File: config.mk
export PLATFORM = sky130hd
export DESIGN_NAME = frog_hop_ctrl
export DESIGN_NICKNAME = d
export VERILOG_FILES = /design/src/rtl/frogger_pkg.sv /design/src/rtl/frog_hop_ctrl.sv
export SDC_FILE = /design/constraint.sdc
export NUM_CORES = 1
export LEC_CHECK = 0
export ABC_AREA = 0
export CORE_MARGIN = 2
export CORE_UTILIZATION = 43
export DETAILED_ROUTE_END_ITERATION = 16
export PLACE_DENSITY_LB_ADDON = 0.1
export RECOVER_POWER = 25
export SLEW_MARGIN = 20
export SYNTH_ARGS = -nofsm -noshare
export SYNTH_HDL_FRONTEND = slang
export SYNTH_SLANG_ARGS = --single-unit
export TNS_END_PERCENT = 30
File: constraint.sdc
create_clock -name Clk -period 10.3 [get_ports Clk]
set_input_delay 2.06 -clock Clk [delete_from_list [all_inputs] [get_ports Clk]]
set_output_delay 2.06 -clock Clk [all_outputs]
set_load 0.005 [all_outputs]
File: src/rtl/frogger_pkg.sv
// -----------------------------------------------------------------------------
// frogger_pkg
// Shared types and constants for the frogger_game frog controller: the FSM
// state and hop direction enums, the HID keycodes for W/A/S/D, the playfield
// bounds, the sprite size, and small helpers for key decoding and hop-target
// bounds checking.
// -----------------------------------------------------------------------------
package frogger_pkg;

    typedef enum logic [1:0] {
        IDLE = 2'd0,
        HOP  = 2'd1,
        DEAD = 2'd2
    } frog_state_t;

    typedef enum logic [1:0] {
        DIR_UP    = 2'd0,
        DIR_DOWN  = 2'd1,
        DIR_LEFT  = 2'd2,
        DIR_RIGHT = 2'd3
    } dir_t;

    // USB HID usage codes
    localparam logic [7:0] KEY_W = 8'h1A;
    localparam logic [7:0] KEY_S = 8'h16;
    localparam logic [7:0] KEY_A = 8'h04;
    localparam logic [7:0] KEY_D = 8'h07;

    localparam logic [9:0] STEP_PX     = 10'd4;
    localparam logic [3:0] HOP_FRAMES  = 4'd5;
    localparam logic [9:0] X_START     = 10'd311;
    localparam logic [9:0] Y_START     = 10'd426;
    localparam logic [9:0] X_MIN       = 10'd0;
    localparam logic [9:0] X_MAX       = 10'd620;
    localparam logic [9:0] Y_MIN       = 10'd60;
    localparam logic [9:0] Y_MAX       = 10'd426;
    localparam logic [5:0] DEAD_FRAMES = 6'd30;
    localparam logic [9:0] FROG_SIZE   = 10'd16;

    // Full hop distance, kept 11 bits wide so bound sums never wrap.
    localparam logic [10:0] HOP_PX = 11'({1'b0, STEP_PX} * {7'd0, HOP_FRAMES});

    // Decode a keycode into {valid, dir}; unknown codes return valid=0.
    function automatic logic [2:0] decode_key(input logic [7:0] key);
        logic [2:0] res;
        case (key)
            KEY_W:   res = {1'b1, DIR_UP};
            KEY_S:   res = {1'b1, DIR_DOWN};
            KEY_A:   res = {1'b1, DIR_LEFT};
            KEY_D:   res = {1'b1, DIR_RIGHT};
            default: res = 3'b000;
        endcase
        return res;
    endfunction

    // True when a full hop from (x,y) in direction d lands inside the field.
    function automatic logic hop_in_bounds(input dir_t d, input logic [9:0] x,
                                           input logic [9:0] y);
        logic [10:0] xe;
        logic [10:0] ye;
        logic        ok;
        xe = {1'b0, x};
        ye = {1'b0, y};
        case (d)
            DIR_UP:    ok = (ye >= ({1'b0, Y_MIN} + HOP_PX));
            DIR_DOWN:  ok = ((ye + HOP_PX) <= {1'b0, Y_MAX});
            DIR_LEFT:  ok = (xe >= ({1'b0, X_MIN} + HOP_PX));
            DIR_RIGHT: ok = ((xe + HOP_PX) <= {1'b0, X_MAX});
            default:   ok = 1'b0;
        endcase
        return ok;
    endfunction

endpackage

File: src/rtl/frog_hop_ctrl.sv
// -----------------------------------------------------------------------------
// frog_hop_ctrl
// Turns keyboard keycodes into discrete, animated frog hops for the
// frogger_game renderer. A hop moves STEP_PX per frame for HOP_FRAMES frames.
// A collision freezes the frog for DEAD_FRAMES frames, then it respawns.
// All motion is paced by frame_tick; collision is sampled on every clock.
//
// Ports
//   Clk        in   system clock
//   Reset      in   synchronous, active-high reset
//   frame_tick in   one-Clk pulse per video frame
//   keycode    in   [7:0] current HID keycode, 0 = none
//   collision  in   frog overlaps a hazard (level)
//   BallX      out  [9:0] frog X (top-left)
//   BallY      out  [9:0] frog Y (top-left)
//   BallS      out  [9:0] frog size, constant
//   hopping    out  high while a hop is in progress
//   hop_done   out  one-Clk pulse when a hop completes
//   frog_dead  out  high while frozen after a collision
// -----------------------------------------------------------------------------
module frog_hop_ctrl
    import frogger_pkg::*;
(
    input  logic       Clk,
    input  logic       Reset,
    input  logic       frame_tick,
    input  logic [7:0] keycode,
    input  logic       collision,
    output logic [9:0] BallX,
    output logic [9:0] BallY,
    output logic [9:0] BallS,
    output logic       hopping,
    output logic       hop_done,
    output logic       frog_dead
);

    // The accepting tick is already the first hop frame, so the counter is
    // loaded with the frames still to come; the hop then ends when it goes 1->0.
    localparam logic [5:0] HOP_CNT_LOAD = 6'({2'b00, HOP_FRAMES}) - 6'd1;

    frog_state_t state_r;
    frog_state_t state_nxt_s;
    dir_t        dir_r;
    dir_t        dir_nxt_s;
    dir_t        move_dir_s;
    logic [5:0]  cnt_r;
    logic [5:0]  cnt_nxt_s;
    logic [7:0]  key_prev_r;
    logic [2:0]  key_dec_s;
    logic        key_accept_s;
    logic [9:0]  x_step_s;
    logic [9:0]  y_step_s;
    logic [9:0]  x_nxt_s;
    logic [9:0]  y_nxt_s;
    logic        hop_done_nxt_s;

    assign BallS = FROG_SIZE;

    // Key edge detection, one-frame step target and next-state selection.
    always_comb begin
        state_nxt_s    = state_r;
        dir_nxt_s      = dir_r;
        cnt_nxt_s      = cnt_r;
        x_nxt_s        = BallX;
        y_nxt_s        = BallY;
        hop_done_nxt_s = 1'b0;

        key_dec_s    = decode_key(keycode);
        key_accept_s = (keycode != 8'h00) && (keycode != key_prev_r) && key_dec_s[2];

        // In IDLE the candidate direction comes from the key; in HOP it is latched.
        if (state_r == IDLE) begin
            move_dir_s = dir_t'(key_dec_s[1:0]);
        end else begin
            move_dir_s = dir_r;
        end

        x_step_s = BallX;
        y_step_s = BallY;
        case (move_dir_s)
            DIR_UP:    y_step_s = BallY - STEP_PX;
            DIR_DOWN:  y_step_s = BallY + STEP_PX;
            DIR_LEFT:  x_step_s = BallX - STEP_PX;
            DIR_RIGHT: x_step_s = BallX + STEP_PX;
            default: begin
                x_step_s = BallX;
                y_step_s = BallY;
            end
        endcase

        case (state_r)
            IDLE: begin
                if (collision) begin
                    state_nxt_s = DEAD;
                    cnt_nxt_s   = DEAD_FRAMES;
                end else if (frame_tick && key_accept_s &&
                             hop_in_bounds(move_dir_s, BallX, BallY)) begin
                    state_nxt_s = HOP;
                    dir_nxt_s   = move_dir_s;
                    cnt_nxt_s   = HOP_CNT_LOAD;
                    x_nxt_s     = x_step_s;
                    y_nxt_s     = y_step_s;
                end else begin
                    state_nxt_s = IDLE;
                end
            end
            HOP: begin
                // Collision wins even over the final hop frame.
                if (collision) begin
                    state_nxt_s = DEAD;
                    cnt_nxt_s   = DEAD_FRAMES;
                end else if (frame_tick) begin
                    x_nxt_s = x_step_s;
                    y_nxt_s = y_step_s;
                    if (cnt_r == 6'd1) begin
                        state_nxt_s    = IDLE;
                        cnt_nxt_s      = 6'd0;
                        hop_done_nxt_s = 1'b1;
                    end else begin
                        cnt_nxt_s = cnt_r - 6'd1;
                    end
                end else begin
                    state_nxt_s = HOP;
                end
            end
            DEAD: begin
                if (frame_tick) begin
                    if (cnt_r == 6'd1) begin
                        state_nxt_s = IDLE;
                        cnt_nxt_s   = 6'd0;
                        x_nxt_s     = X_START;
                        y_nxt_s     = Y_START;
                    end else begin
                        cnt_nxt_s = cnt_r - 6'd1;
                    end
                end else begin
                    state_nxt_s = DEAD;
                end
            end
            default: begin
                state_nxt_s = IDLE;
                cnt_nxt_s   = 6'd0;
            end
        endcase
    end

    // State, counter, key history and registered outputs.
    always_ff @(posedge Clk) begin
        if (Reset) begin
            state_r    <= IDLE;
            dir_r      <= DIR_UP;
            cnt_r      <= 6'd0;
            key_prev_r <= 8'h00;
            BallX      <= X_START;
            BallY      <= Y_START;
            hopping    <= 1'b0;
            hop_done   <= 1'b0;
            frog_dead  <= 1'b0;
        end else begin
            state_r   <= state_nxt_s;
            dir_r     <= dir_nxt_s;
            cnt_r     <= cnt_nxt_s;
            BallX     <= x_nxt_s;
            BallY     <= y_nxt_s;
            hopping   <= (state_nxt_s == HOP);
            hop_done  <= hop_done_nxt_s;
            frog_dead <= (state_nxt_s == DEAD);
            if (frame_tick) begin
                key_prev_r <= keycode;
            end else begin
                key_prev_r <= key_prev_r;
            end
        end
    end

endmodule

## Yosys cells after proc, flatten, opt, wreduce, memory -nomap -nowiden

Index checks and enable logic that the tools add are counted.
Widths: inputs -> output; s select.

- Add/sub/neg operators: 7
- Magnitude comparators: 4
- Eq/ne operators: 20
- Multiplexer cells: 35
- Bitwise operators: 3
- Reduce and logical (&&, ||, !) cells: 11

Operators by type and width:

| operator | number |
|---|---|
| $mux 10 | 12 |
| $pmux 10 s3 | 2 |
| $pmux 10 s2 | 2 |
| $mux 6 | 5 |
| $add 10x5->11 const B | 2 |
| $add 10x3->10 const B | 2 |
| $sub 10x3->10 const B | 2 |
| $pmux 6 s3 | 1 |
| $eq 8x3->1 const B | 2 |
| $eq 8x5->1 const B | 2 |
| $mux 2 | 6 |
| $pmux 3 s4 | 1 |
| $le 11x10->1 const B | 1 |
| $le 11x9->1 const B | 1 |
| $ge 10x5->1 const B | 1 |
| $ge 10x7->1 const B | 1 |
| $ne 2x2->1 const B | 5 |
| $eq 2x2->1 const B | 4 |
| $ne 8x8->1 | 1 |
| $reduce_bool 8->1 | 1 |
| $reduce_and 7->1 | 1 |
| $eq 2x1->1 const B | 3 |
| $eq 6x1->1 const B | 1 |
| $pmux 2 s3 | 1 |
| 11 further kinds | 20 |

- Bits in registers: 41
- Bits of input ports: 12

## Longest topological paths before layout

- Depth in word-level cells: 12
- Mapped depth: 14
- Gate-level depth less buffers: 13

## Worst setup path before layout

Ideal clock, no wire load.

- Path kind: input to register
- Start point: input keycode[3]
- End point: register BallY[9]
- Setup time: 0.126 ns
- Arrival: 4.832 ns
- Path slack: 5.342 ns
- Stages: 13
- Buffers on the path: 0
- Path through: or4_4 > o41ai_4 > nor2_1 > inv_1 > ha_1 > a21o_1 > a21oi_1 > o21ai_0 > o41ai_1 > xnor2_1 > nor2_1 > o2111ai_1 > o31ai_1

- Word-level cells in the longest chain between the ends: 10
- Elaborated cells on any way between the ends: 27

Ends and longest elaborated chain:

| item | line | RTL |
|---|---|---|
| start, declared | frog_hop_ctrl.sv:27 | `input logic [7:0] keycode,` |
| $eq 8x3->1 / $eq 8x5->1 (equally long branches) | frogger_pkg.sv:46 | `case (key)` |
| $pmux 3 s4 | frogger_pkg.sv:46 |  |
| $mux 2 | frog_hop_ctrl.sv:72 | `if (state_r == IDLE) begin` |
| $eq 2x2->1 (tied with other cells) | frogger_pkg.sv:64 | `case (d)` |
| $pmux 1 s4 | frogger_pkg.sv:64 |  |
| $mux 1 | frog_hop_ctrl.sv:93 | `if (collision) begin` |
| $mux 1 | frog_hop_ctrl.sv:91 | `case (state_r)` |
| $logic_and 1x1->1 | frog_hop_ctrl.sv:96 | `end else if (frame_tick && key_accept_s &&` |
| $ne 2x1->1 (no line) | -- |  |
| $reduce_and 7->1 (no line) | -- |  |
| end signal, assigned | frog_hop_ctrl.sv:164 | `BallY <= y_nxt_s;` |
| end, declared | frog_hop_ctrl.sv:30 | `output logic [9:0] BallY,` |

Several ways; a longest one is shown, not always the timed one. The select of a mux whose other input is x is not followed.
A chain may end at the register's enable or synchronous reset.

## Worst setup path after layout

Ends and elaborated chain as after synthesis.

==> out/qor.yml <==
sta:
  tightest_slew_ns: 0.8512
  hold_slack_ns: 0.4881
  max_freq_mhz: 179.4
  hold_viol_final: 0
  fin_skew_ns: 0.002880
  setup_violations: 0
  setup_ws_ns: 4.726
  rsz0062_at_grt: "false"
  slew_headroom_pct: 43.07
  drv_slew: 0
  min_period_ns: 5.574
  fin_tns_setup_ns: 0
  post-route-period-util_pct: 54.11
flow_run:
  drv_cap: 0
floorplanning:
  fp.coreArea_sq_um: 6869
  rows: 30
  die_area_sq_um: 7842
  start_util_pct: 44.75
  die_w_microns: 88.56
  dieHeight_microns: 88.56
  pin_count: 45
final_layout:
  stdcell_count: 490
  fin_nets: 429
  syn2layout_area_growth_pct: 11.52
  diodes: 0
  drive_gt1_share_pct: 6.345
  final_area_sq_um: 3428
  finish.utilization_pct: 49.91
pwr:
  pwr-share-comb_pct: 14.7
  pwr_density_cell_nw_per_um2: 88.77
  ir_drop_mv: 0.04474
  clock_power_share_pct: 33.7
  p_int_mw: 0.2222
  p_leak_nw: 1.355
  power.share.switching_pct: 26.97
  seqPwrFrac_pct: 51.5
  p_total_mw: 0.3043
  p_sw_mw: 0.08207
placed_design:
  place.detailed.hpwl_microns: 5022
  place_area_sq_um: 3346
  dp_cells: 484
  place_congestion: 0.8494
  pre_cts_slack_ns: 4.426
  io_buffers: 33
critical_path:
  crit_slowest_cell: "or4_4"
  path_buf_inv: 2
  cp_max_fo: 8
  r2r_slack_ns: 6.69
  startpoint_type: "input pin"
  reg2regPathDepth: 11
  crit_family: "compound AO/OA/AOI/OAI gates"
  crit_path_end_kind: "flop"
  cpMostUsedCell: "nor2_1"
  arrival_ns: 5.73
  max_stage_delay_ns: 0.64
  crit_type: "in -> reg"
  worstPathRequired_ns: 10.46
  crit_chain: "clkdlybuf4s50_1 -> or4_4 -> o41ai_4 -> nor2_1 -> inv_1 -> ha_1 -> a21o_1 -> a21oi_1 -> o21ai_0 -> o41ai_1 -> xnor2_1 -> nor2_1 -> o2111ai_1 -> o31ai_1"
  worst-path-stages: 14
clocking:
  cts_tree: "built"
  cts.sinks: 38
  insertion_delay_ns: 0.29
  htreeDepth: 2
  hold_buffers: 0
  cts_buffer_depth: 2
  cts.repair.resized: 0
  cts_setup_buffers: 0
  root_buffer: "clkbuf_8"
  clk_pin_slew_worst_paths_ns: 0.07
  cts_buffers: 5
logic_synthesis:
  synth_top_family_by_area: "simple AND/OR/NAND/NOR gates"
  async_reset_ff_share_pct: 0
  netlist_instances: 372
  yosysWarnings: 0
  synthSimpleGateAreaFrac_pct: 24.34
  synth-compound-area-share_pct: 21.49
  synth_top_area_share_pct: 24.75
  synthXorXnorAreaFrac_pct: 6.268
  synth_seq_cells: 38
  synth_edf_count: 0
  seq_area_frac_synth_pct: 24.75
  synth_fa_ha_area_share_pct: 9.442
  netlist_area_sq_um: 3074
  synth.most_common_cell: "dfxtp_1"
  avgSynthCellArea_sq_um: 8.264
  yosys-top-cells-count: "dfxtp_1, nor2_1, nand2_1, a21oi_1"
  synth.mux.area_fraction_pct: 4.233
  synth_top_area_cell: "dfxtp_1"
  ys.flop_type: "dfxtp_1"
  synthDistinctLibCells: 68
  yosys-top-cells-area: "dfxtp_1, ha_1, xnor2_1"
detailed_routing:
  wl_per_cell_microns: 14.25
  postRouteAntennaNets: 0
  dr.pass1.iters: 4
  vias_per_cell: 5.518
  wl_microns: 6984
  drc: 0
  via_count: 2704
  drtIter0Drc: 173
global_route:
  grt.overflow.total: 0
  grt_max_degree: 27
  grt.total_usage_pct: 18.83
  grt_pass1_vias: 2377
  antenna_found_initial: 0
  grt_pass1_wl_microns: 11610
hold_path:
  hp-class: "reg -> reg"
  whs_path_depth: 1
status:
  outcome: "completed"
sequential cells by signal (all words and copies together) (netlist names):
register,cells
BallY,8
cnt_r,6
hop_done,1
state_r,2
key_prev_r,8
dir_r,2
BallX,9
hopping,1
frog_dead,1
logic make-up (layout without fill, tap and decap cells):
logic type | Yosys count | after routing
other cells | 2 | 11
mux | 13 | 13
buf+inv | 43 | 56
flops | 38 | 38
fa+ha+maj | 22 | 22
xor+xnor | 22 | 22
simple gates | 140 | 140
compound gates | 92 | 92
layout by cell type, fill, tap and decap left out, types with 3 or more instances in the layout:
cell type,synthesis,layout
o21ai_0,16,16
nor2_1,33,33
clkbuf_8,6,6
clkdlybuf4s50_1,0,25
nor4_1,4,4
mux2i_1,13,13
a31oi_1,4,4
and3_1,4,4
nand2b_1,3,3
dfxtp_1,38,38
inv_1,14,14
a21o_1,8,8
a21oi_1,24,24
conb_1,2,11
nand3_1,12,12
nor3b_1,3,3
dlygate4sd3_1,0,8
o21ai_1,5,5
nor2b_1,9,9
nand2_1,26,26
ha_1,20,20
nand4_1,5,5
or3_1,6,6
xnor2_1,20,20
nor3_1,18,18
power groups by stage:
stage | sequential [mW] | combinational (mW) | clock, mW
floorplan | 0.158 | 0.0376 | 0
global placement | 0.160 | 0.0451 | 0
detailed placement | 0.160 | 0.0449 | 0
CTS | 0.157 | 0.0451 | 0.106
global route | 0.158 | 0.0507 | 0.112
finish | 0.157 | 0.0448 | 0.103
layer usage:
| metal | GRT usage (%) | vias to the layer above | wire (microns) |
|---|---|---|---|
| li1 | - | 1369 | - |
| met1 | 26.87 | 1264 | 3408 |
| met2 | 29.39 | 64 | 3120 |
| met3 | 3.545 | 7 | 389 |
| met4 | 4.545 | 0 | 66 |
| met5 | 0 | - | 0 |
worst reg2reg max path: cells and delay by family, from the launching register on:
kind | cells | cell delay, ns
and+or+nand+nor | 3 | 1.19
adders and majority gates | 1 | 0.33
xor gates and xnor gates | 1 | 0.18
DFF | 1 | 0.47
AOI/OAI and AO/OA | 6 | 1.39
final cells by class:
cell class	instances	area, sq um
inverter	15	56.30
timing repair buffer	35	345.3
multi-input combinational	300	2063
sequential	38	760.7
fill	691	3441
clock buffer	6	82.58
tap	96	120.1
path summary, 6_finish.rpt:
| check | endpoint | startpoint |
|---|---|---|
| setup reg to reg | BallX[9] | state_r[0] |
| setup / recovery | BallY[9] | keycode[3] |
| hold / removal | cnt_r[5] | cnt_r[5] |
| hold reg to reg | cnt_r[5] | cnt_r[5] |
No activity file was read; power rests on OpenSTA's default activity.
